**src/rtl/divider_pkg.sv**
```systemverilog
// Shared encodings for the restoring divider controller and datapath.
package divider_pkg;

  localparam int unsigned DIV_WIDTH_DEFAULT = 8;

  // A-register source select driven by the controller
  typedef enum logic [1:0] {
    SEL_HOLD = 2'b00,
    SEL_ALU  = 2'b01,
    SEL_LOAD = 2'b10,
    SEL_PASS = 2'b11
  } sel_t;

endpackage

```
**src/rtl/divider_addsub.sv**
```systemverilog
// Combinational WIDTH+1-bit add/subtract used for the A register update and the trial sign.
module divider_addsub #(
  parameter int unsigned WIDTH = 8
) (
  input  logic [WIDTH:0] i_a,
  input  logic [WIDTH:0] i_m,
  input  logic           i_add,
  output logic [WIDTH:0] o_res
);

  assign o_res = i_add ? (i_a + i_m) : (i_a - i_m);

endmodule

```
**src/rtl/divider_datapath.sv**
```systemverilog
// Restoring unsigned divider datapath (A/Q/M registers, iteration counter, done flag).
// Optional DIVIDER_DIVZERO_EN adds a div_by_zero flag and a one-cycle divide-by-zero result.
module divider_datapath
  import divider_pkg::*;
#(
  parameter int unsigned WIDTH = DIV_WIDTH_DEFAULT
) (
  input  logic             clk,
  input  logic             reset,
  input  logic             load,
  input  logic             add,
  input  logic             shift,
  input  logic             inbit,
  input  logic [1:0]       sel,
  input  logic [WIDTH-1:0] dividend,
  input  logic [WIDTH-1:0] divisor,
  output logic             sign,
  output logic [WIDTH-1:0] quotient,
  output logic [WIDTH-1:0] remainder,
  output logic             done
`ifdef DIVIDER_DIVZERO_EN
  ,
  output logic             div_by_zero
`endif
);

  localparam int unsigned AW = WIDTH + 1;
  localparam int unsigned CW = $clog2(WIDTH + 1);

  logic [AW-1:0]    r_a;
  logic [WIDTH-1:0] r_q;
  logic [WIDTH-1:0] r_m;
  logic [CW-1:0]    r_cnt;
  logic             r_done;

  logic [AW-1:0]    w_m_ext;
  logic [AW-1:0]    w_alu;
  logic [AW-1:0]    w_diff;
  logic [AW-1:0]    w_src;
  logic             w_last;
  logic             w_dz_fire;

  assign w_m_ext = {1'b0, r_m};

  divider_addsub #(.WIDTH(WIDTH)) u_alu (
    .i_a   (r_a),
    .i_m   (w_m_ext),
    .i_add (add),
    .o_res (w_alu)
  );

  // Trial subtract is always A-M so the controller can branch in the SUB cycle
  divider_addsub #(.WIDTH(WIDTH)) u_trial (
    .i_a   (r_a),
    .i_m   (w_m_ext),
    .i_add (1'b0),
    .o_res (w_diff)
  );

  always_comb begin
    w_src = r_a;
    if (sel_t'(sel) == SEL_ALU) w_src = w_alu;
  end

  assign w_last = (r_cnt == CW'(WIDTH - 1));

`ifdef DIVIDER_DIVZERO_EN
  logic r_dz;

  always_ff @(posedge clk or posedge reset) begin
    if (reset)     r_dz <= 1'b0;
    else if (load) r_dz <= (divisor == '0);
  end

  assign w_dz_fire   = r_dz & ~r_done & ~load;
  assign div_by_zero = r_dz;
`else
  assign w_dz_fire = 1'b0;
`endif

  always_ff @(posedge clk or posedge reset) begin
    if (reset) begin
      r_a    <= '0;
      r_q    <= '0;
      r_m    <= '0;
      r_cnt  <= '0;
      r_done <= 1'b0;
    end else if (load) begin
      // First left shift of {A,Q} is folded into the load
      r_a    <= {{WIDTH{1'b0}}, dividend[WIDTH-1]};
      r_q    <= {dividend[WIDTH-2:0], 1'b0};
      r_m    <= divisor;
      r_cnt  <= '0;
      r_done <= 1'b0;
    end else if (!r_done) begin
      if (w_dz_fire) begin
        // Dividend is still recoverable from the load-time {A[0], Q[W-1:1]}
        r_a    <= {1'b0, r_a[0], r_q[WIDTH-1:1]};
        r_q    <= '1;
        r_cnt  <= CW'(WIDTH);
        r_done <= 1'b1;
      end else if (!shift) begin
        r_a <= w_src;
      end else if (!w_last) begin
        r_a   <= {w_src[WIDTH-1:0], r_q[WIDTH-1]};
        r_q   <= {r_q[WIDTH-2:0], inbit};
        r_cnt <= r_cnt + CW'(1);
      end else begin
        r_a    <= w_src;
        r_q    <= {r_q[WIDTH-2:0], inbit};
        r_cnt  <= CW'(WIDTH);
        r_done <= 1'b1;
      end
    end
  end

  assign sign      = w_diff[AW-1];
  assign quotient  = r_q;
  assign remainder = r_a[WIDTH-1:0];
  assign done      = r_done;

endmodule

```
**config.mk**
```make
export PLATFORM = sky130hd
export DESIGN_NAME = divider_datapath
export DESIGN_NICKNAME = d
export VERILOG_FILES = /design/src/rtl/divider_pkg.sv /design/src/rtl/divider_addsub.sv /design/src/rtl/divider_datapath.sv
export SDC_FILE = /design/constraint.sdc
export NUM_CORES = 1
export LEC_CHECK = 0
export ABC_AREA = 1
export CORE_ASPECT_RATIO = 0.9
export CORE_MARGIN = 3
export CORE_UTILIZATION = 50
export DETAILED_ROUTE_END_ITERATION = 8
export PLACE_DENSITY = 0.88
export RECOVER_POWER = 50
export SLEW_MARGIN = 10
export SYNTH_ARGS = -nofsm -noshare
export SYNTH_HDL_FRONTEND = slang
export SYNTH_SLANG_ARGS = --single-unit
```
**constraint.sdc**
```tcl
create_clock -name clk -period 2.4 [get_ports clk]
set_input_delay 0.72 -clock clk [delete_from_list [all_inputs] [get_ports clk]]
set_output_delay 0.72 -clock clk [all_outputs]
set_load 0.005 [all_outputs]
```
==> results of run 1 <==
[worst min-delay path by stage]
stage | start | to | slack (ps) | cells past startpoint
floorplan | r_m[0] | r_m[0] | 470 | 2
global placement | quotient[6] | quotient[6] | 500 | 2
detailed placement | quotient[6] | quotient[6] | 500 | 2
CTS | quotient[6] | quotient[6] | 530 | 2
global route | quotient[5] | quotient[5] | 570 | 2
finish | quotient[6] | quotient[6] | 520 | 2
[cell families (layout without fill, tap and decap cells)]
family | Yosys count | after routing | share of synthesized area
AO/OA/AOI/OAI | 47 | 47 | 0.125
XOR/XNOR | 2 | 2 | 0.00770
adder cells (fa/ha/maj) | 19 | 19 | 0.111
buffers and inverters | 65 | 138 | 0.125
flip-flops | 30 | 30 | 0.330
AND/OR/NAND/NOR | 154 | 154 | 0.301
[layout by cell type (no fill, tap or decap)]
master                             n
sky130_fd_sc_hd__clkbuf_8          6
sky130_fd_sc_hd__clkinv_2          1
sky130_fd_sc_hd__clkdlybuf4s50_1  38
sky130_fd_sc_hd__o21ai_1           1
sky130_fd_sc_hd__dlygate4sd3_1     2
sky130_fd_sc_hd__nand3b_1          1
sky130_fd_sc_hd__inv_2             8
sky130_fd_sc_hd__nor2_2            3
sky130_fd_sc_hd__ha_1             15
sky130_fd_sc_hd__o21ai_0          21
sky130_fd_sc_hd__nor3_1            1
sky130_fd_sc_hd__o221ai_1          7
sky130_fd_sc_hd__or2_4             1
sky130_fd_sc_hd__nand2_1          86
sky130_fd_sc_hd__ha_4              2
sky130_fd_sc_hd__nand4_1           3
sky130_fd_sc_hd__clkinvlp_4        1
sky130_fd_sc_hd__and2_4            1
sky130_fd_sc_hd__nand3_2           7
sky130_fd_sc_hd__nor3_2            1
sky130_fd_sc_hd__or2_1             1
sky130_fd_sc_hd__nor2_1           13
sky130_fd_sc_hd__inv_1            44
sky130_fd_sc_hd__a21oi_1          12
sky130_fd_sc_hd__nand2_2           6
sky130_fd_sc_hd__xor2_1            2
sky130_fd_sc_hd__buf_4            35
sky130_fd_sc_hd__nand3_1          27
sky130_fd_sc_hd__fa_2              2
sky130_fd_sc_hd__buf_6             1
sky130_fd_sc_hd__a21oi_4           1
sky130_fd_sc_hd__a22oi_1           2
sky130_fd_sc_hd__dfrtp_1          30
sky130_fd_sc_hd__clkbuf_2          2
sky130_fd_sc_hd__or2_2             3
sky130_fd_sc_hd__o21bai_1          3
[per-stage QoR]
stage | cells | setup WS, ps | cell area (um^2) | utilization | setup TNS (ps)
after floorplan | 317 | 178 | 2280 | - | 0
after global placement | 435 | -348 | 2900 | 0.683 | -348
after detailed placement | 435 | -410 | 2900 | 0.683 | -410
after CTS | 447 | -212 | 3040 | 0.718 | -212
after global routing | 450 | -239 | 3100 | 0.732 | -253
final | 450 | -162 | 3100 | 0.732 | -162
[registers in the layout (all words and copies together) (netlist names)]
register / count
r_m: 8
done: 1
r_a: 9
r_cnt: 4
quotient: 8
[report_power, final]
| part | switching (mW) | total [mW] | internal (mW) | leakage, nW |
|---|---|---|---|---|
| Sequential | 0.0301 | 0.579 | 0.549 | 0.383 |
| Clock | 0.203 | 0.433 | 0.230 | 0.0472 |
| Combinational | 0.335 | 0.654 | 0.319 | 1.15 |
[critical path, delay by kind of cell (launching register included)]
family                     cells  cell delay (ps)
buffers and inverters          2              170
and+or+nand+nor                6              470
adders and majority gates      2              510
DFF                            1              410
[layout make-up]
class,count,area [um^2]
Tap cell,60,75.1
Fill cell,336,1140
Timing Repair Buffer,78,684
Clock buffer,6,82.6
Inverter,52,195
Sequential cell,30,751
Clock inverter,2,12.5
Multi-Input combinational cell,222,1300
[timing repair]
| action | in CTS | in global routing |
|---|---|---|
| setup buffers | 4 | 3 |
| endpoints found under the hold margin | 0 | 0 |
| pin swaps | 3 | 3 |
| hold buffers | 0 | 0 |
| gates resized for setup | 13 | 9 |
| setup endpoints to repair | 1 | 2 |
[layer usage]
layer | vias up | track usage
met4 | 0 | 0.0731
li1 | 1154 | -
met2 | 70 | 0.357
met3 | 14 | 0.0515
met1 | 1052 | 0.303
met5 | - | 0
==> impl_metrics.prom, run 1 <==
# TYPE chip_impl_metric gauge
chip_impl_info{name="route.top_layer_used",value="met4"} 1
chip_impl_metric{name="grt_util_all_layers",unit=""} 0.225
chip_impl_info{name="synthTopCellsByCount",value="90 x sky130_fd_sc_hd__nand2_1, 46 x sky130_fd_sc_hd__inv_1, 31 x sky130_fd_sc_hd__nand3_1, 30 x sky130_fd_sc_hd__dfrtp_1, 21 x sky130_fd_sc_hd__o21ai_0"} 1
chip_impl_metric{name="routed_wirelength",unit="mm"} 5.90
chip_impl_metric{name="dieWidth",unit="um"} 77.1
chip_impl_metric{name="dpl.hpwl",unit="mm"} 4.47
chip_impl_metric{name="synthesis.nets",unit=""} 360
chip_impl_metric{name="tightest_slew",unit="ps"} 763
chip_impl_metric{name="clock_transition_at_the_registers_of_the_reported_paths",unit="ps"} 70
chip_impl_metric{name="floorplan.initialDensity",unit=""} 0.537
chip_impl_metric{name="total_setup_violations_reported_at_the_end_of_the_flow",unit=""} 1
chip_impl_metric{name="fmax",unit="GHz"} 0.390
chip_impl_info{name="root_buffer",value="sky130_fd_sc_hd__clkbuf_8"} 1
chip_impl_metric{name="htree_num_levels",unit=""} 2
chip_impl_info{name="worstHoldPathType",value="flip-flop to flip-flop"} 1
chip_impl_metric{name="vdd.ir_drop.worst",unit="uV"} 515
chip_impl_metric{name="route.antenna.remaining_nets",unit=""} 0
chip_impl_metric{name="die-height",unit="um"} 70.0
chip_impl_metric{name="antennaDiodeCount",unit=""} 0
chip_impl_metric{name="synth_top_area_share",unit=""} 0.330
chip_impl_metric{name="top_level_ports",unit=""} 42
chip_impl_metric{name="timing.critical_path.required",unit="ps"} 1680
chip_impl_metric{name="core_box_area",unit="mm^2"} 0.00424
chip_impl_metric{name="drv_slew",unit=""} 0
chip_impl_info{name="outcome",value="finished, violations left"} 1
chip_impl_metric{name="relSlewSlack",unit=""} 0.492
chip_impl_metric{name="finalCriticalPeriod",unit="ps"} 2560
chip_impl_metric{name="detailedRoute.firstPassIterationCount",unit=""} 4
chip_impl_metric{name="wl_met1",unit="mm"} 2.73
chip_impl_info{name="start_kind",value="flip-flop"} 1
chip_impl_metric{name="synth_edf_count",unit=""} 0
chip_impl_metric{name="final.hold.worst_slack",unit="ps"} 523
chip_impl_metric{name="clock-sinks",unit=""} 30
chip_impl_info{name="ys_dominant_reg_cell",value="sky130_fd_sc_hd__dfrtp_1"} 1
chip_impl_metric{name="grt_antenna_before_repair",unit=""} 0
chip_impl_metric{name="timing.critical_path.arrival",unit="ps"} 1840
chip_impl_info{name="worst_r2r_endpoint",value="r_a[7]"} 1
chip_impl_metric{name="drt-wirelength-per-cell",unit="um"} 13.1
chip_impl_info{name="cp_slowest_cell",value="sky130_fd_sc_hd__dfrtp_1"} 1
chip_impl_metric{name="layout.nets",unit=""} 432
chip_impl_metric{name="grt_start_max_net_pins",unit=""} 31
chip_impl_info{name="cts_tree",value="done"} 1
chip_impl_metric{name="drc_errors",unit=""} 0
chip_impl_metric{name="finalHoldViolations",unit=""} 0
chip_impl_info{name="crit_path_category",value="flip-flop to output port"} 1
chip_impl_metric{name="timing.max_cap.violations",unit=""} 0
chip_impl_metric{name="finalWorstSetupSlack",unit="ps"} -162
chip_impl_metric{name="vias",unit=""} 2290
chip_impl_info{name="critical_path.cell_chain",value="ha_4 > fa_2 > inv_2 > nand3_2 > nand2_2 > nand3_2 > nand2_1 > nand2_1 > and2_4 > buf_6"} 1
chip_impl_metric{name="place.port_buffers",unit=""} 41
chip_impl_metric{name="synthCells",unit=""} 317
chip_impl_info{name="cp-startpoint",value="r_m[0]"} 1
chip_impl_metric{name="design.die.area",unit="mm^2"} 0.00540
chip_impl_info{name="end_kind",value="output port"} 1
chip_impl_info{name="post-synth-top-count-cell",value="sky130_fd_sc_hd__nand2_1"} 1
chip_impl_metric{name="avgSynthCellArea",unit="um^2"} 7.18
chip_impl_metric{name="rows",unit=""} 22
chip_impl_metric{name="layout-drive-gt1-share",unit=""} 0.208
chip_impl_metric{name="power_density_normalized_to_cell_area",unit="mW/mm^2"} 537
chip_impl_metric{name="area.growth.synth_to_final",unit="%"} 36.3
chip_impl_metric{name="netlist_area",unit="mm^2"} 0.00228
chip_impl_metric{name="ff2ff_setup_slack",unit="ps"} 140
chip_impl_metric{name="finClkSkew",unit="ps"} 5.41
chip_impl_info{name="post_synth_main_area_contributors",value="sky130_fd_sc_hd__dfrtp_1 33%, sky130_fd_sc_hd__nand2_1 15%, sky130_fd_sc_hd__ha_1 9.3%"} 1
chip_impl_metric{name="synthArstFlopShare",unit=""} 1.00
chip_impl_metric{name="timing.critical_path.fanout_max",unit=""} 2
chip_impl_metric{name="power.total",unit="mW"} 1.67
chip_impl_metric{name="cts_buffers",unit=""} 5
chip_impl_metric{name="postSynthRegisterBits",unit=""} 30
chip_impl_metric{name="number_of_buffers_between_clock_root_and_the_deepest_sink",unit=""} 2
chip_impl_metric{name="post_synth_cell_types",unit=""} 30
chip_impl_metric{name="grt_pass1_wl",unit="mm"} 9.75
chip_impl_info{name="rsz0062_at_grt",value="yes"} 1
chip_impl_metric{name="finalCritPeriodShare",unit=""} 1.07
chip_impl_info{name="synthDominantAreaCellType",value="sky130_fd_sc_hd__dfrtp_1"} 1
chip_impl_info{name="regToRegStartpoint",value="r_m[0]"} 1
chip_impl_metric{name="max_stage_delay",unit="ps"} 410
chip_impl_metric{name="gp_routability_congestion",unit=""} 0.883
chip_impl_metric{name="wl_met3",unit="um"} 327
chip_impl_metric{name="grt_pass1_vias",unit=""} 2137
chip_impl_metric{name="leakagePower",unit="nW"} 1.58
chip_impl_metric{name="detailedRoute.firstIterationViolations",unit=""} 165
chip_impl_info{name="failed_checks",value="setup timing"} 1
chip_impl_metric{name="grt-ovfl-total",unit=""} 0
chip_impl_metric{name="synthesis_warning_total",unit=""} 0
chip_impl_metric{name="clock_latency",unit="ps"} 290
chip_impl_info{name="crit_end",value="sign"} 1
chip_impl_metric{name="wl_met2",unit="mm"} 2.70
chip_impl_metric{name="reg2regPathDepth",unit=""} 18
chip_impl_metric{name="synth_seq_area_share",unit=""} 0.330
chip_impl_metric{name="routed_via_density",unit=""} 5.09
Power figures use the tool's default switching activity.
==> run 2, diff against run 1 <==
--- a/config.mk
+++ b/config.mk
@@ -6,9 +6,11 @@
 export NUM_CORES = 1
 export LEC_CHECK = 0
 export ABC_AREA = 1
+export ABC_CLOCK_PERIOD_IN_PS = 2400
 export CORE_ASPECT_RATIO = 0.9
 export CORE_MARGIN = 3
 export CORE_UTILIZATION = 50
+export CTS_BUF_LIST = sky130_fd_sc_hd__clkbuf_16
 export DETAILED_ROUTE_END_ITERATION = 8
 export PLACE_DENSITY = 0.88
 export RECOVER_POWER = 50
==> run 2 against run 1 <==
The run still ends with setup timing left. Power increased by 9.2%. Setup slack improved by 20 ps. Sequential cell count did not move. Core utilization up 0.32 points. Critical endpoint unchanged. Largest cell class unchanged.
==> impl_metrics.prom, run 2 (synthesis results as in run 1) <==
# TYPE chip_impl_metric gauge
chip_impl_metric{name="cts_hold_buffers",unit=""} 0
chip_impl_metric{name="grt_start_max_net_pins",unit=""} 31
chip_impl_metric{name="finClkSkew",unit="ps"} 4.58
chip_impl_metric{name="number_of_buffers_between_clock_root_and_the_deepest_sink",unit=""} 2
chip_impl_metric{name="timing.critical_path.fanout_max",unit=""} 2
chip_impl_info{name="worst_r2r_endpoint",value="r_a[7]"} 1
chip_impl_metric{name="timing.critical_path.required",unit="ps"} 1680
chip_impl_metric{name="drt-wirelength-per-cell",unit="um"} 13.2
chip_impl_metric{name="vdd.ir_drop.worst",unit="uV"} 503
chip_impl_metric{name="power_density_normalized_to_cell_area",unit="mW/mm^2"} 584
chip_impl_metric{name="gp_routability_congestion",unit=""} 0.883
chip_impl_metric{name="antennaDiodeCount",unit=""} 0
chip_impl_metric{name="leakagePower",unit="nW"} 1.59
chip_impl_metric{name="grt_util_all_layers",unit=""} 0.228
chip_impl_info{name="regMostFlops",value="r_a"} 1
chip_impl_metric{name="finalHoldViolations",unit=""} 0
chip_impl_metric{name="finalWorstSetupSlack",unit="ps"} -142
chip_impl_metric{name="layout-drive-gt1-share",unit=""} 0.190
chip_impl_metric{name="htree_num_levels",unit=""} 2
chip_impl_metric{name="cts_buffers",unit=""} 5
chip_impl_metric{name="dieWidth",unit="um"} 77.1
chip_impl_metric{name="grt-ovfl-total",unit=""} 0
chip_impl_info{name="rsz0062_at_grt",value="yes"} 1
chip_impl_metric{name="grt_pass1_wl",unit="mm"} 9.96
chip_impl_metric{name="fin_area",unit="mm^2"} 0.00312
chip_impl_metric{name="layout.nets",unit=""} 431
chip_impl_metric{name="largest_reg_flops",unit=""} 9
chip_impl_metric{name="reg2regPathDepth",unit=""} 16
chip_impl_metric{name="timing.hold.worst_path_depth",unit=""} 2
chip_impl_metric{name="design.die.area",unit="mm^2"} 0.00540
chip_impl_metric{name="timing.max_cap.violations",unit=""} 0
chip_impl_metric{name="vias",unit=""} 2298
chip_impl_info{name="critical_path.cell_chain",value="inv_2 > ha_4 > fa_2 > inv_2 > nand3_2 > nand2_2 > nand3_2 > nand2_1 > nand2_1 > and2_4 > buf_6"} 1
chip_impl_metric{name="max_stage_delay",unit="ps"} 360
chip_impl_metric{name="clock-sinks",unit=""} 30
chip_impl_metric{name="finalCriticalPeriod",unit="ps"} 2540
chip_impl_metric{name="routed_wirelength",unit="mm"} 5.92
chip_impl_metric{name="die-height",unit="um"} 70.0
chip_impl_metric{name="dpl_cell_area",unit="mm^2"} 0.00290
chip_impl_metric{name="route.antenna.remaining_nets",unit=""} 0
chip_impl_info{name="end_kind",value="output port"} 1
chip_impl_metric{name="rows",unit=""} 22
chip_impl_info{name="cp_slowest_cell",value="sky130_fd_sc_hd__dfrtp_1"} 1
chip_impl_metric{name="drv_slew",unit=""} 0
chip_impl_metric{name="routed_via_density",unit=""} 5.12
chip_impl_metric{name="ff2ff_setup_slack",unit="ps"} 170
chip_impl_metric{name="total_setup_violations_reported_at_the_end_of_the_flow",unit=""} 1
chip_impl_metric{name="place.port_buffers",unit=""} 41
chip_impl_metric{name="finalCritPeriodShare",unit=""} 1.06
chip_impl_metric{name="dpl.hpwl",unit="mm"} 4.47
chip_impl_info{name="failed_checks",value="setup timing"} 1
chip_impl_metric{name="tightest_slew",unit="ps"} 762
chip_impl_metric{name="detailedRoute.firstPassIterationCount",unit=""} 4
chip_impl_info{name="timing.hold.worst.start",value="quotient[6]"} 1
chip_impl_info{name="cts_tree",value="done"} 1
chip_impl_info{name="regToRegStartpoint",value="r_a[0]"} 1
chip_impl_metric{name="core_box_area",unit="mm^2"} 0.00424
chip_impl_metric{name="relSlewSlack",unit=""} 0.492
chip_impl_metric{name="post-route-util",unit=""} 0.735
chip_impl_info{name="worstHoldPathType",value="flip-flop to flip-flop"} 1
chip_impl_metric{name="top_level_ports",unit=""} 42
chip_impl_metric{name="drc_errors",unit=""} 0
chip_impl_metric{name="clock_transition_at_the_registers_of_the_reported_paths",unit="ps"} 50
chip_impl_info{name="start_kind",value="flip-flop"} 1
chip_impl_info{name="crit_path_category",value="flip-flop to output port"} 1
chip_impl_metric{name="clock_latency",unit="ps"} 270
chip_impl_metric{name="timing.critical_path.arrival",unit="ps"} 1820
chip_impl_info{name="timing.hold.worst_endpoint",value="quotient[6]"} 1
chip_impl_metric{name="grt_antenna_before_repair",unit=""} 0
chip_impl_info{name="root_buffer",value="sky130_fd_sc_hd__clkbuf_16"} 1
chip_impl_info{name="most-common-layout-cells",value="89 x sky130_fd_sc_hd__nand2_1, 44 x sky130_fd_sc_hd__inv_1, 38 x sky130_fd_sc_hd__clkdlybuf4s50_1"} 1
chip_impl_info{name="final_common_cell",value="sky130_fd_sc_hd__nand2_1"} 1
chip_impl_metric{name="floorplan.initialDensity",unit=""} 0.537
chip_impl_metric{name="detailedRoute.firstIterationViolations",unit=""} 166
chip_impl_metric{name="grt_pass1_vias",unit=""} 2200
chip_impl_metric{name="final.setup.tns",unit="ps"} -142
chip_impl_metric{name="power.total",unit="mW"} 1.82
chip_impl_metric{name="fmax",unit="GHz"} 0.393
chip_impl_info{name="outcome",value="finished, violations left"} 1
chip_impl_metric{name="area.growth.synth_to_final",unit="%"} 36.9
==> run 2: changes by cell type in the layout (fill, tap and decap cells not counted), moves of 3 or more <==
cell,previous run,this run
sky130_fd_sc_hd__clkbuf_8,6,0
sky130_fd_sc_hd__clkbuf_16,0,5
sky130_fd_sc_hd__nand2_1,86,89
sky130_fd_sc_hd__nand2_2,6,3
==> run 2: power by group <==
group | total [mW] | leakage, nW | switching (mW) | internal (mW)
registers | 0.580 | 0.383 | 0.0300 | 0.550
clock network | 0.597 | 0.0672 | 0.219 | 0.377
logic | 0.644 | 1.14 | 0.332 | 0.312
==> run 2: per-layer routing <==
layer	wire length, um	track usage	vias to the layer above	part of all wire
li1	-	-	1155	-
met5	0	0	-	0
met3	332	0.0451	14	0.056
met2	2740	0.374	78	0.46
met4	148	0.0731	0	0.025
met1	2700	0.303	1051	0.46
==> run 2: repair_timing <==
action | in CTS | in global routing
resized for setup | 14 | 2
pin swaps | 3 | 1
setup endpoints to repair | 1 | 3
buffers inserted | 4 | 2
==> run 2: worst max-delay path by stage <==
| stage | from | endpoint | slack (ps) | cells past startpoint |
|---|---|---|---|---|
| floorplan | r_a[0] | sign | 180 | 10 |
| global placement | r_a[0] | sign | -350 | 10 |
| detailed placement | r_a[0] | sign | -410 | 10 |
| CTS | r_m[0] | sign | -190 | 10 |
| global route | r_a[0] | sign | -230 | 11 |
| finish | r_a[0] | sign | -140 | 11 |
==> run 2: cell type report <==
class	instances	area, um^2
Clock buffer	5	125
Clock inverter	3	16.3
Fill cell	327	1120
Inverter	52	195
Multi-Input combinational cell	222	1280
Sequential cell	30	751
Tap cell	60	75.1
Timing Repair Buffer	77	677
==> run 2: worst max-delay path: cells and delay by family, from the launching register on <==
family | cells | cell delay [ps]
adder cells (fa/ha/maj) | 2 | 480
AND/OR/NAND/NOR | 6 | 470
flip-flops | 1 | 360
buffers and inverters | 3 | 230
==> run 2: metrics by stage <==
step                worst slack [ps]  hold WS, ps  instances
global placement                -348          501        435
CTS                             -187          524        447
floorplan                        178          471        317
global route                    -226          565        449
finish                          -142          521        449
detailed placement              -410          503        435
